File: src/rtl/host_io_pkg.sv
// host_io_pkg: command/state encodings and sizing helpers shared by the host I/O controller
package host_io_pkg;
  typedef enum logic [1:0] {
    CMD_IDLE  = 2'b00,
    CMD_WRITE = 2'b01,
    CMD_START = 2'b10,
    CMD_ACK   = 2'b11
  } cmd_t;
  typedef enum logic [1:0] {ST_IDLE, ST_RUN, ST_DONE} state_t;
  function automatic int nbytes(input int elem_w, input int data_w);
    return elem_w / data_w;
  endfunction
  function automatic int aw(input int n);
    return n > 1 ? $clog2(n) : 1;
  endfunction
endpackage

File: src/rtl/host_io_ctrl_if.sv
// host_io_ctrl_if: pad-side command/data pins plus core handshake; slave = controller, master = pads/core
interface host_io_ctrl_if import host_io_pkg::*; #(
  parameter int DATA_W   = 8,
  parameter int NUM_REGS = 8,
  parameter int VEC_LEN  = 4,
  parameter int ELEM_W   = 8
);
  localparam int RW = aw(NUM_REGS);
  localparam int IW = aw(VEC_LEN);
  logic              en, write, load;
  logic [RW-1:0]     reg_select, core_rd_reg, core_wr_reg;
  logic [IW-1:0]     idx_select, core_rd_idx, core_wr_idx;
  logic [DATA_W-1:0] data_in, data_out;
  logic              core_start, core_done, core_wr_en;
  logic [ELEM_W-1:0] core_rd_data, core_wr_data;
  logic              interrupt_pin, read_led, write_led, load_led, matmul_led, en_led;
  modport slave (
    input  en, write, load, reg_select, idx_select, data_in, core_done,
           core_rd_reg, core_rd_idx, core_wr_en, core_wr_reg, core_wr_idx, core_wr_data,
    output data_out, core_start, core_rd_data, interrupt_pin,
           read_led, write_led, load_led, matmul_led, en_led
  );
  modport master (
    output en, write, load, reg_select, idx_select, data_in, core_done,
           core_rd_reg, core_rd_idx, core_wr_en, core_wr_reg, core_wr_idx, core_wr_data,
    input  data_out, core_start, core_rd_data, interrupt_pin,
           read_led, write_led, load_led, matmul_led, en_led
  );
endinterface

File: src/rtl/host_io_regfile.sv
// host_io_regfile: NUM_REGS x VEC_LEN element store; byte-enable write, core element read, host byte read
module host_io_regfile import host_io_pkg::*; #(
  parameter int DATA_W   = 8,
  parameter int NUM_REGS = 8,
  parameter int VEC_LEN  = 4,
  parameter int ELEM_W   = 8,
  localparam int BYTES   = nbytes(ELEM_W, DATA_W),
  localparam int RW      = aw(NUM_REGS),
  localparam int IW      = aw(VEC_LEN),
  localparam int PW      = aw(BYTES)
) (
  input  logic              clk,
  input  logic              clear_n,
  input  logic              i_we,
  input  logic [RW-1:0]     i_wreg,
  input  logic [IW-1:0]     i_widx,
  input  logic [BYTES-1:0]  i_be,
  input  logic [ELEM_W-1:0] i_wdata,
  input  logic [RW-1:0]     i_crd_reg,
  input  logic [IW-1:0]     i_crd_idx,
  output logic [ELEM_W-1:0] o_crd_data,
  input  logic [RW-1:0]     i_hrd_reg,
  input  logic [IW-1:0]     i_hrd_idx,
  input  logic [PW-1:0]     i_hrd_byte,
  output logic [DATA_W-1:0] o_hrd_byte
);
  logic [ELEM_W-1:0] r_mem [NUM_REGS][VEC_LEN];
  logic [ELEM_W-1:0] w_host_elem;
  always_ff @(posedge clk or negedge clear_n)
    if (!clear_n) r_mem <= '{default: '0};
    else if (i_we)
      for (int b = 0; b < BYTES; b++)
        if (i_be[b]) r_mem[i_wreg][i_widx][b*DATA_W +: DATA_W] <= i_wdata[b*DATA_W +: DATA_W];
  assign o_crd_data  = r_mem[i_crd_reg][i_crd_idx];
  assign w_host_elem = r_mem[i_hrd_reg][i_hrd_idx];
  assign o_hrd_byte  = w_host_elem[i_hrd_byte*DATA_W +: DATA_W];
endmodule

File: src/rtl/host_io_ctrl.sv
// host_io_ctrl: edge-triggered AUX command decoder, run/done FSM, byte pointers and LEDs over host_io_regfile (ports: clk, clear_n, bus slave)
module host_io_ctrl import host_io_pkg::*; #(
  parameter int DATA_W   = 8,
  parameter int NUM_REGS = 8,
  parameter int VEC_LEN  = 4,
  parameter int ELEM_W   = 8
) (
  input logic           clk,
  input logic           clear_n,
  host_io_ctrl_if.slave bus
);
  localparam int BYTES = nbytes(ELEM_W, DATA_W);
  localparam int RW    = aw(NUM_REGS);
  localparam int IW    = aw(VEC_LEN);
  localparam int PW    = aw(BYTES);
  cmd_t              w_cmd, r_prev_cmd;
  state_t            r_state;
  logic [RW+IW-1:0]  w_addr, r_prev_addr;
  logic [PW-1:0]     r_wr_ptr, r_rd_ptr, w_wr_ptr, w_rd_ptr;
  logic              w_fire, w_addr_chg, w_host_we, w_start, w_ack, w_done, w_core_we, w_irq_clr;
  logic [RW-1:0]     w_wreg;
  logic [IW-1:0]     w_widx;
  logic [BYTES-1:0]  w_be;
  logic [ELEM_W-1:0] w_wdata;
  logic [DATA_W-1:0] w_host_byte, r_data_out;
  logic              r_core_start, r_irq, r_read_led, r_write_led, r_load_led, r_matmul;
  function automatic logic [PW-1:0] inc(input logic [PW-1:0] p);
    return p == PW'(BYTES - 1) ? '0 : p + 1'b1;
  endfunction
  assign w_cmd      = cmd_t'({bus.load, bus.write});
  assign w_fire     = bus.en && w_cmd != CMD_IDLE && r_prev_cmd == CMD_IDLE;
  assign w_addr     = {bus.reg_select, bus.idx_select};
  assign w_addr_chg = bus.en && w_addr != r_prev_addr;
  // a fresh address restarts both byte sequences in the same cycle it appears
  assign w_wr_ptr   = w_addr_chg ? '0 : r_wr_ptr;
  assign w_rd_ptr   = w_addr_chg ? '0 : r_rd_ptr;
  assign w_host_we  = w_fire && w_cmd == CMD_WRITE && r_state != ST_RUN;
  assign w_start    = w_fire && w_cmd == CMD_START && r_state != ST_RUN;
  assign w_ack      = w_fire && w_cmd == CMD_ACK;
  assign w_done     = bus.en && bus.core_done && r_state == ST_RUN;
  assign w_core_we  = bus.en && bus.core_wr_en && r_state == ST_RUN;
  assign w_irq_clr  = (w_start || w_ack) && r_state == ST_DONE;
  // host writes are blocked in RUN, so the single write port is shared without conflict
  assign w_wreg     = w_core_we ? bus.core_wr_reg : bus.reg_select;
  assign w_widx     = w_core_we ? bus.core_wr_idx : bus.idx_select;
  assign w_be       = w_core_we ? '1 : BYTES'(1) << w_wr_ptr;
  assign w_wdata    = w_core_we ? bus.core_wr_data : {BYTES{bus.data_in}};
  host_io_regfile #(.DATA_W(DATA_W), .NUM_REGS(NUM_REGS), .VEC_LEN(VEC_LEN), .ELEM_W(ELEM_W)) u_rf (
    .clk        (clk),
    .clear_n    (clear_n),
    .i_we       (w_host_we || w_core_we),
    .i_wreg     (w_wreg),
    .i_widx     (w_widx),
    .i_be       (w_be),
    .i_wdata    (w_wdata),
    .i_crd_reg  (bus.core_rd_reg),
    .i_crd_idx  (bus.core_rd_idx),
    .o_crd_data (bus.core_rd_data),
    .i_hrd_reg  (bus.reg_select),
    .i_hrd_idx  (bus.idx_select),
    .i_hrd_byte (w_rd_ptr),
    .o_hrd_byte (w_host_byte)
  );
  always_ff @(posedge clk or negedge clear_n)
    if (!clear_n) begin
      r_prev_cmd   <= CMD_IDLE;
      r_prev_addr  <= '0;
      r_state      <= ST_IDLE;
      r_wr_ptr     <= '0;
      r_rd_ptr     <= '0;
      r_data_out   <= '0;
      r_core_start <= 1'b0;
      r_irq        <= 1'b0;
      r_read_led   <= 1'b0;
      r_write_led  <= 1'b0;
      r_load_led   <= 1'b0;
      r_matmul     <= 1'b0;
    end else begin
      r_prev_cmd   <= w_cmd;
      r_prev_addr  <= bus.en ? w_addr : r_prev_addr;
      r_state      <= w_start ? ST_RUN : w_done ? ST_DONE : (w_ack && r_state == ST_DONE) ? ST_IDLE : r_state;
      r_matmul     <= w_start || (r_state == ST_RUN && !w_done);
      r_wr_ptr     <= w_host_we ? inc(w_wr_ptr) : w_wr_ptr;
      r_rd_ptr     <= (w_ack && r_state != ST_DONE) ? inc(w_rd_ptr) : w_rd_ptr;
      r_data_out   <= w_host_byte;
      r_core_start <= w_start;
      r_irq        <= w_done ? 1'b1 : w_irq_clr ? 1'b0 : r_irq;
      r_read_led   <= w_cmd == CMD_IDLE && r_state != ST_RUN;
      r_write_led  <= w_host_we;
      r_load_led   <= w_start;
    end
  assign bus.data_out      = r_data_out;
  assign bus.core_start    = r_core_start;
  assign bus.interrupt_pin = r_irq;
  assign bus.read_led      = r_read_led;
  assign bus.write_led     = r_write_led;
  assign bus.load_led      = r_load_led;
  assign bus.matmul_led    = r_matmul;
  assign bus.en_led        = bus.en & clear_n;
endmodule

File: src/flat_wrapper.sv
// flat-port wrapper written by rule: the top's interface ports become plain ports
module host_io_ctrl_flat import host_io_pkg::*;
#(
  parameter int DATA_W   = 8,
  parameter int NUM_REGS = 8,
  parameter int VEC_LEN  = 4,
  parameter int ELEM_W   = 8
)
  (clk, clear_n, bus_en, bus_write, bus_load, bus_reg_select, bus_idx_select, bus_data_in, bus_core_done, bus_core_rd_reg, bus_core_rd_idx, bus_core_wr_en, bus_core_wr_reg, bus_core_wr_idx, bus_core_wr_data, bus_data_out, bus_core_start, bus_core_rd_data, bus_interrupt_pin, bus_read_led, bus_write_led, bus_load_led, bus_matmul_led, bus_en_led);
  host_io_ctrl_if #(.DATA_W(DATA_W), .NUM_REGS(NUM_REGS), .VEC_LEN(VEC_LEN), .ELEM_W(ELEM_W)) bus_i ();
  input logic clk;
  input logic clear_n;
  input wire logic [$bits(bus_i.en)-1:0] bus_en;
  input wire logic [$bits(bus_i.write)-1:0] bus_write;
  input wire logic [$bits(bus_i.load)-1:0] bus_load;
  input wire logic [$bits(bus_i.reg_select)-1:0] bus_reg_select;
  input wire logic [$bits(bus_i.idx_select)-1:0] bus_idx_select;
  input wire logic [$bits(bus_i.data_in)-1:0] bus_data_in;
  input wire logic [$bits(bus_i.core_done)-1:0] bus_core_done;
  input wire logic [$bits(bus_i.core_rd_reg)-1:0] bus_core_rd_reg;
  input wire logic [$bits(bus_i.core_rd_idx)-1:0] bus_core_rd_idx;
  input wire logic [$bits(bus_i.core_wr_en)-1:0] bus_core_wr_en;
  input wire logic [$bits(bus_i.core_wr_reg)-1:0] bus_core_wr_reg;
  input wire logic [$bits(bus_i.core_wr_idx)-1:0] bus_core_wr_idx;
  input wire logic [$bits(bus_i.core_wr_data)-1:0] bus_core_wr_data;
  output wire logic [$bits(bus_i.data_out)-1:0] bus_data_out;
  output wire logic [$bits(bus_i.core_start)-1:0] bus_core_start;
  output wire logic [$bits(bus_i.core_rd_data)-1:0] bus_core_rd_data;
  output wire logic [$bits(bus_i.interrupt_pin)-1:0] bus_interrupt_pin;
  output wire logic [$bits(bus_i.read_led)-1:0] bus_read_led;
  output wire logic [$bits(bus_i.write_led)-1:0] bus_write_led;
  output wire logic [$bits(bus_i.load_led)-1:0] bus_load_led;
  output wire logic [$bits(bus_i.matmul_led)-1:0] bus_matmul_led;
  output wire logic [$bits(bus_i.en_led)-1:0] bus_en_led;
  assign bus_i.en = bus_en;
  assign bus_i.write = bus_write;
  assign bus_i.load = bus_load;
  assign bus_i.reg_select = bus_reg_select;
  assign bus_i.idx_select = bus_idx_select;
  assign bus_i.data_in = bus_data_in;
  assign bus_i.core_done = bus_core_done;
  assign bus_i.core_rd_reg = bus_core_rd_reg;
  assign bus_i.core_rd_idx = bus_core_rd_idx;
  assign bus_i.core_wr_en = bus_core_wr_en;
  assign bus_i.core_wr_reg = bus_core_wr_reg;
  assign bus_i.core_wr_idx = bus_core_wr_idx;
  assign bus_i.core_wr_data = bus_core_wr_data;
  assign bus_data_out = bus_i.data_out;
  assign bus_core_start = bus_i.core_start;
  assign bus_core_rd_data = bus_i.core_rd_data;
  assign bus_interrupt_pin = bus_i.interrupt_pin;
  assign bus_read_led = bus_i.read_led;
  assign bus_write_led = bus_i.write_led;
  assign bus_load_led = bus_i.load_led;
  assign bus_matmul_led = bus_i.matmul_led;
  assign bus_en_led = bus_i.en_led;
  host_io_ctrl #(.DATA_W(DATA_W), .NUM_REGS(NUM_REGS), .VEC_LEN(VEC_LEN), .ELEM_W(ELEM_W)) u_core (.clk(clk), .clear_n(clear_n), .bus(bus_i));
endmodule
File: config.mk
export PLATFORM = sky130hd
export DESIGN_NAME = host_io_ctrl_flat
export DESIGN_NICKNAME = d
export VERILOG_FILES = /design/src/rtl/host_io_pkg.sv /design/src/rtl/host_io_ctrl_if.sv /design/src/rtl/host_io_regfile.sv /design/src/rtl/host_io_ctrl.sv /design/src/flat_wrapper.sv
export SDC_FILE = /design/constraint.sdc
export NUM_CORES = 1
export LEC_CHECK = 0
export BUFFER_PORTS_ARGS = -buffer_cell sky130_fd_sc_hd__buf_2
export CORE_UTILIZATION = 57
export CTS_CLUSTER_DIAMETER = 40
export DETAILED_ROUTE_END_ITERATION = 7
export GPL_TIMING_DRIVEN = 0
export PLACE_DENSITY = 0.84
export SETUP_SLACK_MARGIN = 0.2
export SLEW_MARGIN = 20
export SYNTH_ARGS = -nofsm -noshare
export SYNTH_HDL_FRONTEND = slang
export SYNTH_SLANG_ARGS = --single-unit
File: constraint.sdc
create_clock -name clk -period 2.2 [get_ports clk]
set_input_delay 0.22 -clock clk [delete_from_list [all_inputs] [get_ports clk]]
set_output_delay 0.22 -clock clk [all_outputs]
set_load 0.02 [all_outputs]
Yosys cells after proc, flatten, opt, wreduce, memory -nomap -nowiden:

Index checks and enable logic that the tools add are counted.

* register bits: 280
* bits of input ports: 38
* output and inout bits: 23

* $add $sub $neg: 2
* order comparisons: 8
* eq/ne operators: 8
* shift operators: 2
* mux-type cells: 32
* bitwise logic cells: 7
* reduce and logical (&&, ||, !) cells: 29

Operators with widths (count)
* $bwmux 256: 1
* $bmux 32 s3: 2
* $mux 32: 5
* $demux 32 s3: 1
* $mux 8: 6
* $bmux 8 s2: 2
* $logic_and 1x1->1: 19
* $demux 8 s2: 1
* $ge 4x4->1 const B: 3
* $not 3->4: 3
* $ge 3x3->1 const B: 3
* $mux 1: 9
* $not 2->3: 3
* $mux 2: 4
* $shiftx 8x5->8: 1
* $eq 2x2->1 const B: 3
* $ne 5x5->1: 1
* $eq 2x1->1 const B: 2
* $logic_not 2->1: 2
* $lt 4x1->1 const B: 1
* $reduce_bool 2->1: 2
* $logic_or 1x1->1: 3
* $lt 3x1->1 const B: 1
* $mux 3: 1
* other kinds (8): 9

Longest topological paths before layout:

* depth in word-level cells: 11
* gate-level depth with buffers: 8

By module:

A second synthesis with hierarchy kept.

* cells, all modules: 944
* area, all modules: 14861.8 um^2

Modules (own cells, without submodules)
* host_io_regfile: instances 1, cells an instance 861, area each 13693.1 um^2
* host_io_ctrl: instances 1, cells an instance 83, area each 1168.6 um^2

Worst setup path before layout:

OpenSTA, ideal clock, no wires.

* path kind: in2out
* start point: in bus_core_rd_reg[0]
* end point: out bus_core_rd_data[0]
* data arrival time: 2.031 ns
* required time: 1.980 ns
* path slack: -0.051 ns
* stages: 5
* path buffers: 2
* cells stage by stage: buf_2 -> buf_2 -> mux4_2 -> mux4_2 -> mux2_2

* cells in the longest elaborated chain, start to end: 7

RTL lines
* from (decl): line flat_wrapper.sv:20 `input wire logic [$bits(bus_i.core_rd_reg)-1:0] bus_core_rd_reg;`
* $not 3->4 (not written as such): line host_io_regfile.sv:34 `assign o_crd_data = r_mem[i_crd_reg][i_crd_idx];`
* $bmux 32 s3: line host_io_regfile.sv:34
* $mux 32 (not written as such) (2 in a row): line host_io_regfile.sv:34
* $bmux 8 s2: line host_io_regfile.sv:34
* $mux 8 (not written as such) (2 in a row): line host_io_regfile.sv:34
* to (decl): line flat_wrapper.sv:28 `output wire logic [$bits(bus_i.core_rd_data)-1:0] bus_core_rd_data;`

Every way passes these cells. The select of a mux whose other input is x is not followed.

Worst setup path after layout:

* start point: reg u_core.u_rf.r_mem[137] in the netlist's numbering
* end point: out bus_core_rd_data[1]

* cells in the longest elaborated chain, start to end: 6

RTL lines
* from (decl): line host_io_regfile.sv:27 `logic [ELEM_W-1:0] r_mem [NUM_REGS][VEC_LEN];`
* from (signal, indexed assignment): line host_io_regfile.sv:33 `if (i_be[b]) r_mem[i_wreg][i_widx][b*DATA_W +: DATA_W] <= i_wdata[b*DATA_W +: DATA_W];`
* $bmux 32 s3: line host_io_regfile.sv:34
* $mux 32 (not written as such) (2 in a row): line host_io_regfile.sv:34
* $bmux 8 s2: line host_io_regfile.sv:34
* $mux 8 (not written as such) (2 in a row): line host_io_regfile.sv:34

Every way passes these cells. The select of a mux whose other input is x is not followed.

==> summary.txt <==
Outcome
  – Outcome: finished, violations left
  – Failing checks: negative setup slack

Run
  – # Max-Cap Violations: 0

Synth
  – Register bit total from synthesis: 280
  – Synth cell types: 47
  – FFs w/ async S/R, synth: 1.00
  – Syn Nets: 1,155
  – Cell count after synthesis: 1,117
  – Seq/Total Area, Yosys: 0.451
  – Cell Area, Synth: 15,500 sq um
  – Syn Area/Cell: 13.9 sq um
  – Synth Warn #: 0
  – Ys flop type: dfrtp_1
  – Post-synth top area cell: dfrtp_1
  – Top post-synthesis cells by area: dfrtp_1 (45%), mux2_2 (21%), mux4_2 (12%), mux2i_1 (4.2%), a21oi_4 (3.4%)
  – Synth top area share: 0.451
  – Post-synth EDFFs: 0

Cells and area
  – Fin cells: 1,675
  – Ant diodes: 0
  – Fill cells: 1,417
  – Share of layout cells above drive strength 1: 0.558
  – Area Growth Syn to Fin: 31.2%
  – Fin nets: 1,344
  – Final Util: 0.758
  – Final std cell area, no fill: 20,400 sq um

Timing
  – RSZ-0062 raised after global routing: yes
  – PnR worst setup slack: -533 ps
  – Final hold slack: 18.3 ps
  – Setup TNS: -45,880 ps
  – Least-Margin Pin Slew: 1140 ps
  – Skew final: 16.1 ps
  – Final worst-path cycle share: 1.24
  – Final Max Slew Viols: 0
  – Hold Fails Final Rpt: 0
  – Tmin final: 2730 ps
  – Slew margin rel.: 0.220
  – Final-report setup violation count: 265
  – Fmax: 0.366 GHz

Detailed routing
  – Detailed route wirelength on metal3: 8350 microns
  – Pre-Repair DR Iteration Count: 8
  – Initial drt markers: 1,767
  – Vias/cell: 7.65
  – DRC violations left: 0
  – DR vias: 12.8k
  – Post-Route WL: 61,800 microns
  – Max Used Layer: met5
  – WL/cell: 36.9 microns
  – Final ANT Viol Nets: 0
  – Metal2 WL: 26,800 microns
  – Metal-1 WL: 20,600 microns

Global route
  – Largest net degree at the start of global routing: 90
  – Vias in the first global route: 13.0k
  – Grt ovf: 0
  – Total track usage: 0.434
  – Wire length of the first global-routing pass: 87,600 microns
  – Initial antenna violation count: 3

Die
  – Die H: 167 microns
  – Cell row count: 60
  – Initial core utilization: 0.578
  – Core Area: 26,900 sq um
  – Die Width: 167 microns
  – Die area: 27,900 sq um
  – I/O pins: 61

Worst setup path
  – Reg2Reg Capture Point: u_core.u_rf.r_mem[49]$_DFFE_PN0P_
  – Worst r2r src: u_core.r_prev_cmd[1]$_DFF_PN0_
  – R2R Setup Slk: -260 ps
  – CP Class: reg2out
  – Reg2Reg Depth: 8
  – WP data required: 1980 ps
  – CP endpoint kind: primary output
  – Maximum net fanout on the critical path: 3
  – Startpoint Class: flop
  – Critical path data arrival time: 2510 ps

CTS
  – CTS buffer count: 39
  – Root Buffer: clkbuf_16
  – CTS clk-pin slew, worst paths: 60 ps
  – CTS tree: done
  – Clock latency on the worst-skew pair: 520 ps
  – CTS max path bufs: 3
  – Max H-tree Level: 2
  – Count of clock tree sinks: 280

Placement
  – Global placement routability congestion: 0.981
  – DP HPWL: 34,700 microns
  – Placed cells: 1,514
  – DP Area: 16,600 sq um
  – IO Port Bufs: 53

Power
  – Pwr Density: 741 nW/um^2
  – VDD IR max: 0.000621 V
  – Leak pwr: 9.05 nW

Min path
  – Hold EP: u_core.r_prev_addr[1]$_DFFE_PN0P_
  – Hold Crit Class: in2reg
  – Hold path startpoint: bus_idx_select[1]
  – Hold path depth: 2
==> layout make-up <==
class | count | area (sq um) | share of cell area
buffer | 88 | 611 | 0.0300
clock inverter | 20 | 224 | 0.0110
sequential | 280 | 7010 | 0.344
inverter | 4 | 18.8 | 0.000921
tap | 341 | 427 | 0.0209
timing repair buffer | 148 | 1620 | 0.0793
clock buffer | 49 | 1110 | 0.0543
multi-input combinational | 745 | 9370 | 0.460
==> cells in the mapped netlist, drive strengths merged (3+ instances only) <==
library cell,n
o21ai,17
dfrtp,280
mux2i,65
nand2b,5
clkbuf,46
nor2,7
xnor2,5
buf,42
nand3,4
a211oi,48
nor4,13
mux2,300
o22ai,24
a21oi,65
inv,3
mux4,80
a22oi,16
nand2,34
nor3,7
nor2b,38
==> worst max-delay path, cell delays in order, from the launching register on <==
cell and delay [ps]:
dfrtp_1 420, mux4_2 550, mux4_2 550, mux2_4 320, buf_6 140
==> routing by layer <==
metal  vias up  global-route usage
li1       4639                   -
met4         6               0.308
met1      6492               0.536
met2      1254               0.644
met5         -                   0
met3       424               0.145
==> flip-flops by register name, indices dropped and copies added (netlist names) <==
| name | flops |
|---|---|
| u_core.u_rf.r_mem | 256 |
| u_core.bus.load_led | 1 |
| u_core.bus.write_led | 1 |
| u_core.r_prev_addr | 5 |
| u_core.bus.interrupt_pin | 1 |
| u_core.r_rd_ptr | 1 |
| u_core.bus.read_led | 1 |
| u_core.r_wr_ptr | 1 |
| u_core.bus.data_out | 8 |
| u_core.r_prev_cmd | 2 |
| u_core.bus.matmul_led | 1 |
| u_core.r_state | 2 |
==> what timing repair did <==
item / in CTS / in global routing
pin swaps: 13 / 9
cloned: 1 / 0
hold buffers: 4 / 0
hold endpoints to repair: 57 / 0
setup endpoints to repair: 272 / 272
buffers inserted: 77 / 10
resized for setup: 326 / 40
==> worst max-delay path by stage <==
stage	slack, ps	cells after the start	start	endpoint
5_1_grt	-520	4	u_core.u_rf.r_mem[137]$_DFFE_PN0P_	bus_core_rd_data[1]
3_3_place_gp	-4240	1	clear_n	u_core.u_rf.r_mem[50]$_DFFE_PN0P_
4_1_cts	-450	4	u_core.u_rf.r_mem[159]$_DFFE_PN0P_	bus_core_rd_data[7]
2_1_floorplan	120	6	u_core.r_prev_cmd[1]$_DFF_PN0_	u_core.u_rf.r_mem[232]$_DFFE_PN0P_
6_report	-530	4	u_core.u_rf.r_mem[137]$_DFFE_PN0P_	bus_core_rd_data[1]
3_5_place_dp	-680	8	bus_reg_select[0]	u_core.bus.data_out[5]$_DFF_PN0_
==> logic make-up after synthesis <==
group           count (synthesis)  share of synthesized area
xor+xnor                        5                    0.00282
mux                           445                      0.375
compound gates                177                     0.0984
flops                         280                      0.451
buf+inv                        92                     0.0257
simple gates                  118                     0.0466
==> through the flow <==
| step | worst slack (ps) | total power, mW |
|---|---|---|
| 2_1_floorplan | 118 | 7.14 |
| 3_3_place_gp | -4240 | 7.88 |
| 3_5_place_dp | -679 | 7.97 |
| 4_1_cts | -448 | 14.7 |
| 5_1_grt | -516 | 15.4 |
| 6_report | -533 | 15.1 |
==> cell usage in the layout, fill, tap and decap left out, types with 4 or more instances in the layout <==
cell type / n
clkinv_4: 7
mux4_2: 80
o22ai_1: 20
clkbuf_16: 41
clkbuf_8: 6
xnor2_1: 5
o21ai_0: 6
a22oi_1: 16
nand2_1: 32
buf_2: 64
buf_4: 49
clkinvlp_4: 4
clkbuf_2: 23
nand2b_1: 5
o21ai_4: 11
mux2_4: 264
a21oi_1: 32
buf_6: 22
a21oi_4: 33
inv_6: 4
nor2_1: 5
mux2i_1: 62
buf_12: 42
nor4_1: 5
buf_1: 6
mux2_2: 36
buf_16: 5
clkbuf_4: 11
nor4_4: 5
clkbuf_1: 12
o22ai_2: 4
nor2b_1: 38
a211oi_1: 46
dfrtp_1: 279
==> power by group <==
group / switching, mW / internal, mW
clock: 2.48 / 3.95
sequential: 0.349 / 5.52
combinational: 1.56 / 1.22
Power figures use the tool's default switching activity.
